[src/rtl/calc_pkg.sv]
// Shared definitions for the calculator display datapath.
//   state_t  : converter FSM encoding (IDLE/SHIFT/DONE)
//   BCD_NINE : digit value used when the display saturates
//   pow10    : 10^n, used to derive the display range limit
package calc_pkg;

  typedef enum logic [1:0] {
    IDLE  = 2'd0,
    SHIFT = 2'd1,
    DONE  = 2'd2
  } state_t;

  localparam logic [3:0] BCD_NINE = 4'h9;

  function automatic logic [63:0] pow10(input int n);
    logic [63:0] r;
    r = 64'd1;
    for (int i = 0; i < n; i++) begin
      r = r * 64'd10;
    end
    return r;
  endfunction

endpackage

[src/rtl/bcd_add3.sv]
// Double-dabble digit correction: any digit of 5 or more gets +3 so that
// the following left shift carries correctly into the next decimal digit.
//   digit_i : current BCD scratch digit
//   digit_o : corrected digit
module bcd_add3 (
  input  logic [3:0] digit_i,
  output logic [3:0] digit_o
);

  always_comb begin
    digit_o = (digit_i >= 4'd5) ? (digit_i + 4'd3) : digit_i;
  end

endmodule

[src/rtl/bin_to_bcd_seq.sv]
// Sequential binary-to-BCD converter (shift-and-add-3), one input bit per clock.
// Feeds the per-digit seven-segment decoders; outputs only change on the
// done pulse, so the decoders never see a partially converted value.
//   clk, rst  : clock, synchronous active-high reset
//   start     : conversion request, accepted only in IDLE
//   bin       : unsigned value, captured on the accepted start
//   busy      : conversion in progress
//   done      : one-cycle pulse, bcd/overflow updated
//   bcd       : packed BCD, digit 0 (units) in bcd[3:0]
//   overflow  : last value exceeded the display range (bcd shows all nines)
//
// state | meaning
// IDLE  | waiting for start, outputs hold last result
// SHIFT | W correction+shift steps, cnt counts remaining bits
// DONE  | publish scratch (or all nines) to the output registers
module bin_to_bcd_seq
  import calc_pkg::*;
#(
  parameter int W      = 14,
  parameter int DIGITS = 4
) (
  input  logic                clk,
  input  logic                rst,
  input  logic                start,
  input  logic [W-1:0]        bin,
  output logic                busy,
  output logic                done,
  output logic [4*DIGITS-1:0] bcd,
  output logic                overflow
);

  localparam int CW = $clog2(W + 1);
  localparam int BW = 4 * DIGITS;

  localparam logic [63:0] MAXVAL_64 = pow10(DIGITS) - 64'd1;
  // When the whole input range fits on the display the compare is dropped.
  localparam bit          OVF_POSSIBLE = (MAXVAL_64 < (64'd1 << W));
  localparam logic [W:0]  MAXVAL = MAXVAL_64[W:0];

  state_t          state_q, state_d;
  logic [CW-1:0]   cnt_q, cnt_d;
  logic [W-1:0]    shreg_q, shreg_d;
  logic [BW-1:0]   scratch_q, scratch_d;
  logic [BW-1:0]   corr;
  logic            ovf_next_q, ovf_next_d;
  logic            done_q, done_d;
  logic [BW-1:0]   bcd_q, bcd_d;
  logic            overflow_q, overflow_d;

  for (genvar g = 0; g < DIGITS; g++) begin : g_add3
    bcd_add3 u_add3 (
      .digit_i (scratch_q[4*g +: 4]),
      .digit_o (corr[4*g +: 4])
    );
  end

  always_comb begin
    state_d    = state_q;
    cnt_d      = cnt_q;
    shreg_d    = shreg_q;
    scratch_d  = scratch_q;
    ovf_next_d = ovf_next_q;
    done_d     = 1'b0;
    bcd_d      = bcd_q;
    overflow_d = overflow_q;
    case (state_q)
      IDLE: begin
        if (start) begin
          shreg_d    = bin;
          scratch_d  = '0;
          cnt_d      = CW'(W);
          ovf_next_d = OVF_POSSIBLE && ({1'b0, bin} > MAXVAL);
          state_d    = SHIFT;
        end
      end
      SHIFT: begin
        // Correct first, then shift {scratch, shreg} left; carries out of
        // the top digit only occur for out-of-range values and are dropped.
        scratch_d = {corr[BW-2:0], shreg_q[W-1]};
        shreg_d   = shreg_q << 1;
        cnt_d     = cnt_q - CW'(1);
        if (cnt_q == CW'(1)) begin
          state_d = DONE;
        end
      end
      DONE: begin
        done_d     = 1'b1;
        bcd_d      = ovf_next_q ? {DIGITS{BCD_NINE}} : scratch_q;
        overflow_d = ovf_next_q;
        state_d    = IDLE;
      end
      default: state_d = IDLE;
    endcase
  end

  always_ff @(posedge clk) begin
    if (rst) begin
      state_q    <= IDLE;
      cnt_q      <= '0;
      shreg_q    <= '0;
      scratch_q  <= '0;
      ovf_next_q <= 1'b0;
      done_q     <= 1'b0;
      bcd_q      <= '0;
      overflow_q <= 1'b0;
    end else begin
      state_q    <= state_d;
      cnt_q      <= cnt_d;
      shreg_q    <= shreg_d;
      scratch_q  <= scratch_d;
      ovf_next_q <= ovf_next_d;
      done_q     <= done_d;
      bcd_q      <= bcd_d;
      overflow_q <= overflow_d;
    end
  end

  assign busy     = (state_q != IDLE);
  assign done     = done_q;
  assign bcd      = bcd_q;
  assign overflow = overflow_q;

endmodule

[config.mk]
export PLATFORM = sky130hd
export DESIGN_NAME = bin_to_bcd_seq
export DESIGN_NICKNAME = d
export VERILOG_FILES = /design/src/rtl/calc_pkg.sv /design/src/rtl/bcd_add3.sv /design/src/rtl/bin_to_bcd_seq.sv
export SDC_FILE = /design/constraint.sdc
export NUM_CORES = 1
export LEC_CHECK = 0
export CAP_MARGIN = 10
export CORE_ASPECT_RATIO = 1.75
export CORE_MARGIN = 2
export CORE_UTILIZATION = 50
export CTS_CLUSTER_DIAMETER = 50
export DETAILED_ROUTE_END_ITERATION = 10
export DONT_BUFFER_PORTS = 1
export MAX_ROUTING_LAYER = met4
export SLEW_MARGIN = 10
export SYNTH_ARGS = -nofsm -noshare
export SYNTH_HDL_FRONTEND = slang
export SYNTH_SLANG_ARGS = --single-unit
[constraint.sdc]
create_clock -name clk -period 2.88 [get_ports clk]
set_input_delay 0.576 -clock clk [delete_from_list [all_inputs] [get_ports clk]]
set_output_delay 0.576 -clock clk [all_outputs]
set_load 0.1 [all_outputs]
## Yosys cells after proc, flatten, opt, wreduce, memory -nomap -nowiden

Index checks and enable logic that the tools add are counted.

- Register bits after elaboration: 55
- Input port bits: 17
- Output and inout bits: 19
- Word-level logic and storage cells: 44

- Add/sub/neg operators: 5
- $lt $le $gt $ge: 5
- Equality and inequality tests: 5
- Mux-type cells: 15
- Reductions and logical operators: 6

Operators by type and width:

| operator | number |
|---|---|
| 2-to-1 mux 16 bit | 2 |
| one-hot mux 16 bit (2 select lines) | 1 |
| one-hot mux 14 bit (2 select lines) | 1 |
| greater-or-equal comparator 4 x 3 -> 1 bit, second input constant | 4 |
| 2-to-1 mux 4 bit | 4 |
| > comparator 14 bit, second input constant | 1 |
| 2-to-1 mux 14 bit | 1 |
| adder 4 x 2 -> 4 bit, second input constant | 3 |
| one-hot mux 4 bit (2 select lines) | 1 |
| AND reduction 2 bit | 3 |
| equality test 4 x 1 -> 1 bit, second input constant | 1 |
| 2-to-1 mux 2 bit | 2 |
| != test 2 bit, second input constant | 2 |
| one-hot mux 2 bit (2 select lines) | 1 |
| nonzero test 2 bit | 2 |
| subtractor 4 x 1 -> 4 bit, second input constant | 1 |
| adder 3 x 2 -> 3 bit, second input constant | 1 |
| 2-to-1 mux 3 bit | 1 |
| equality test 2 x 1 -> 1 bit, second input constant | 1 |
| equality test 2 bit, second input constant | 1 |
| logical NOT 2 bit | 1 |
| 2-to-1 mux 1 bit | 1 |

## Depth between registers and ports, before layout

- Depth in word-level cells: 3
- Mapped depth: 6
- Gate-level depth less buffers: 6

## Cells and area by module

From an unflattened synthesis, not the netlist that was laid out.

- Cell total of the unflattened synthesis: 320
- Area total of the unflattened synthesis: 2,700.1 sq um

Modules (own cells, without submodules):

| module | instances | cells an instance | area an instance (sq um) | sequential area each (sq um) |
|---|---|---|---|---|
| bin_to_bcd_seq | 1 | 256 | 2,294.7 | 1,101.1 |
| bcd_add3 | 4 | 16 | 101.3 | 0.0 |

## Least setup slack after synthesis

No wires, ideal clock.

- Path kind: in2reg
- Start point: input start
- End point: register scratch_q[10]
- Library setup time: 0.117 ns
- Data arrival time: 1.484 ns
- Required time: 2.763 ns
- Path slack: 1.280 ns
- Stages: 5
- Buffers on the path: 1
- Cells stage by stage: or3b_4 -> nand2_4 -> nor2_1 -> buf_2 -> a22o_1

- Cells in the longest elaborated chain, start to end: 2

RTL lines:

| item | RTL line | text |
|---|---|---|
| start, declared | bin_to_bcd_seq.sv:24 | `input logic start,` |
| != test 2 bit (no source line) | -- |  |
| AND reduction 2 bit (no source line) | -- |  |
| end signal, assigned | bin_to_bcd_seq.sv:110 | `scratch_q <= scratch_d;` |
| end, declared | bin_to_bcd_seq.sv:43 | `logic [BW-1:0] scratch_q, scratch_d;` |

No other way between the ends.
A chain may end at the register's enable or synchronous reset.

## Worst setup path after layout

- Start point: register bcd_q[15], in the netlist bcd[15]
- End point: output bcd[15]

RTL lines:

| item | RTL line | text |
|---|---|---|
| start, declared | bin_to_bcd_seq.sv:47 | `logic [BW-1:0] bcd_q, bcd_d;` |
| start signal, assigned | bin_to_bcd_seq.sv:104 | `bcd_q <= '0;` |
| start signal, assigned | bin_to_bcd_seq.sv:113 | `bcd_q <= bcd_d;` |
| end, declared | bin_to_bcd_seq.sv:28 | `output logic [4*DIGITS-1:0] bcd,` |

No word-level cell between the ends.

==> results.ini <==
[pwr]
switching_share = 0.257
internal_power_w = 0.00103
p_sw_w = 0.000357
p_leak_nw = 0.935
p_total_w = 0.00139
powerDensity_mw_per_mm2 = 550
pwr-share-comb = 0.097
clock_power_share = 0.307
seq_power_share = 0.596
ir_drop_v = 0.000385

[place]
place_ws_ns = 0.980
dp_hpwl_mm = 3.49
gp_congestion = 0.745
io_buffers = 0
dpl_cell_area_mm2 = 0.00243

[yosys]
synth_cells = 286
synth-seq-area-share = 0.452
synth_compound_area_frac = 0.157
synth_xor_area_frac = 0.0288
synth.distinct_cells = 31
ys_ff_latch = 55
ys_warn_count = 0
yosys.area_share.simple = 0.245
synthAdderAreaFrac = 0.0514
syn_area_mm2 = 0.00243
synth_top_family_by_area = simple AND/OR/NAND/NOR gates
syn_nets = 313
synth_mux_area_frac = 0.0165
avgSynthCellArea_um2 = 8.51

[sta]
fin_worst_skew_ns = 0.0104
final.period_utilization = 0.648
final_hold_viol_count = 0
slew_headroom = 0.341
whs_ns = 0.326
tns_ns = 0
final_max_slew_viol_count = 0
rsz0062_at_grt = no
setup_violations = 0
period_minus_slack_ns = 1.87
max_freq_ghz = 0.536
tightest_slew_ns = 0.988
fin_ws_ns = 1.01

[grt]
gr-total-overflow = 0
grt_max_degree = 48
grt_pass1_vias = 1813
antenna_found_initial = 0
grt_pass1_wl_mm = 8.42
gr-usage-all-layers = 0.205

[routing]
wl_per_cell_um = 15.2
drt_pass1_iterations = 4
routed_wl_mm = 5.02
drt-initial-drc-count = 43
num_vias = 1879
postRouteAntennaNets = 0
drc = 0
avgViaCountPerCell = 5.69

[clock_tree]
numCtsBuffers = 5
htreeDepth = 2
cts-root-buf = clkbuf_8
cts_resized = 0
cts_setup_buffers = 0
ctsHoldBuffers = 0
cts_tree = built
clock-sinks = 55
worst_skew_pair.late_latency_ns = 0.31
clk_path_buf_depth = 2
cts.clk_slew.worst_paths_ns = 0.10

[die]
start_util = 0.522
coreArea_mm2 = 0.00467
io_pins = 36
core.rowCount = 33
die_y_um = 96.3
die_w_um = 56.7
die_area_mm2 = 0.00546

[cells_and_area]
diodes = 0
syn_to_final_growth_pct = 3.55
drive_gt1_frac = 0.0504
nets = 305
fill_cells = 443
finalInstanceArea_mm2 = 0.00252

[setup_path]
ff2ff_setup_slack_ns = 1.11
critPathCaptureType = output port
r2r_end = scratch_q[14]
worstPathRequired_ns = 2.30
cp-start-kind = flop
crit_start = bcd[15]
worst-setup-path-type = flop to output port
cp_max_fo = 2
reg2reg_from = state_q[1]
reg2reg_depth = 4
critPathArrivalTime_ns = 1.29

[flow_run]
cap_violations = 0

[worst_hold_path]
hold_path_end = scratch_q[7]
hold_path_class = input pin to flop
whs_path_depth = 1
hp-start = rst

[run_status]
outcome = finished, final reports clean

## through the flow
stage | cells | util
after CTS | 330 | 0.540
after global placement | 323 | 0.521
after detailed placement | 323 | 0.521
after global routing | 330 | 0.540
after floorplan | 286 | -
final | 330 | 0.540
## sequential cells by signal, summed over array words and instances, names as in the netlist
| signal | cells |
|---|---|
| bcd | 16 |
| done | 1 |
| cnt_q | 4 |
| ovf_next_q | 1 |
| state_q | 2 |
| scratch_q | 16 |
| shreg_q | 14 |
| overflow | 1 |
## placed cells by master (no fill, tap or decap), types with 2 or more instances in the layout
cell type,count
nand3_1,6
nor2b_1,2
nand2b_1,6
a311oi_1,12
nor2_1,33
nand2_1,39
ha_1,10
inv_1,10
o21ai_0,8
nand3b_1,5
a21oi_1,22
xnor2_1,4
a22o_1,11
or3_1,4
buf_4,2
xor2_1,4
clkbuf_8,6
a211oi_1,2
nor3_1,23
mux2i_1,4
a22oi_1,2
dfxtp_1,55
## final cells by class
class | instances | area, µm² | share of cell area
multi-input cells | 204 | 1210 | 0.482
inverters | 10 | 37.5 | 0.0149
well taps | 52 | 65.1 | 0.0258
repair buffers | 2 | 15.0 | 0.00596
flip-flops and latches | 55 | 1100 | 0.437
clock buffers | 6 | 82.6 | 0.0328
clock inverters | 1 | 5.00 | 0.00199
## cell families (layout without fill, tap and decap cells)
| group | after synthesis | count (layout) |
|---|---|---|
| buffers and inverters | 27 | 19 |
| multiplexers | 4 | 4 |
| AO/OA/AOI/OAI | 57 | 57 |
| XOR/XNOR | 8 | 8 |
| AND/OR/NAND/NOR | 125 | 125 |
| adder cells (fa/ha/maj) | 10 | 10 |
| flip-flops | 55 | 55 |
## worst max path at each step
stage                          to  slack [ns]  depth (start not counted)
floorplan           scratch_q[10]        1.28                          5
global placement    scratch_q[10]        1.02                          4
detailed placement   scratch_q[9]        0.98                          4
CTS                        bcd[4]        1.01                          0
global route        scratch_q[13]        0.97                          4
finish                    bcd[15]        1.01                          0
## power groups by stage
stage	registers [W]	logic, W	clock network, W
2_1_floorplan	0.000836	0.000128	0
3_3_place_gp	0.000843	0.000133	0
3_5_place_dp	0.000843	0.000135	0
4_1_cts	0.000826	0.000135	0.000439
5_1_grt	0.000831	0.000154	0.000461
6_report	0.000826	0.000134	0.000426
## synthesized netlist by cell type
cell	number	share of area
a211oi_1	2	0.0062
nor3_1	23	0.047
nand2_1	39	0.060
nor3b_2	1	0.0051
or3b_4	1	0.0046
nor4_1	1	0.0026
buf_6	1	0.0046
clkbuf_1	7	0.011
nand2_4	1	0.0046
or2_2	1	0.0026
a22oi_1	2	0.0062
o21ai_0	8	0.016
nor4_2	1	0.0051
xor2_1	4	0.014
nand2b_1	6	0.015
nand4b_1	1	0.0036
or3_1	4	0.010
mux2i_1	4	0.016
a22o_1	11	0.040
dfxtp_1	55	0.45
buf_1	1	0.0015
nand3_1	6	0.012
a21oi_1	22	0.045
xnor2_1	4	0.014
inv_1	10	0.015
ha_1	10	0.051
buf_2	8	0.016
nand3b_1	5	0.015
a311oi_1	12	0.043
nor2_1	33	0.051
nor2b_1	2	0.0051
## metal layers
layer | GRT usage | wire, µm | vias to the layer above
met5 | - | 0 | -
met4 | 0.0950 | 129 | 0
met3 | 0.0336 | 142 | 8
met2 | 0.361 | 2670 | 29
met1 | 0.225 | 2080 | 872
li1 | - | - | 970
No activity file was read; power rests on OpenSTA's default activity.
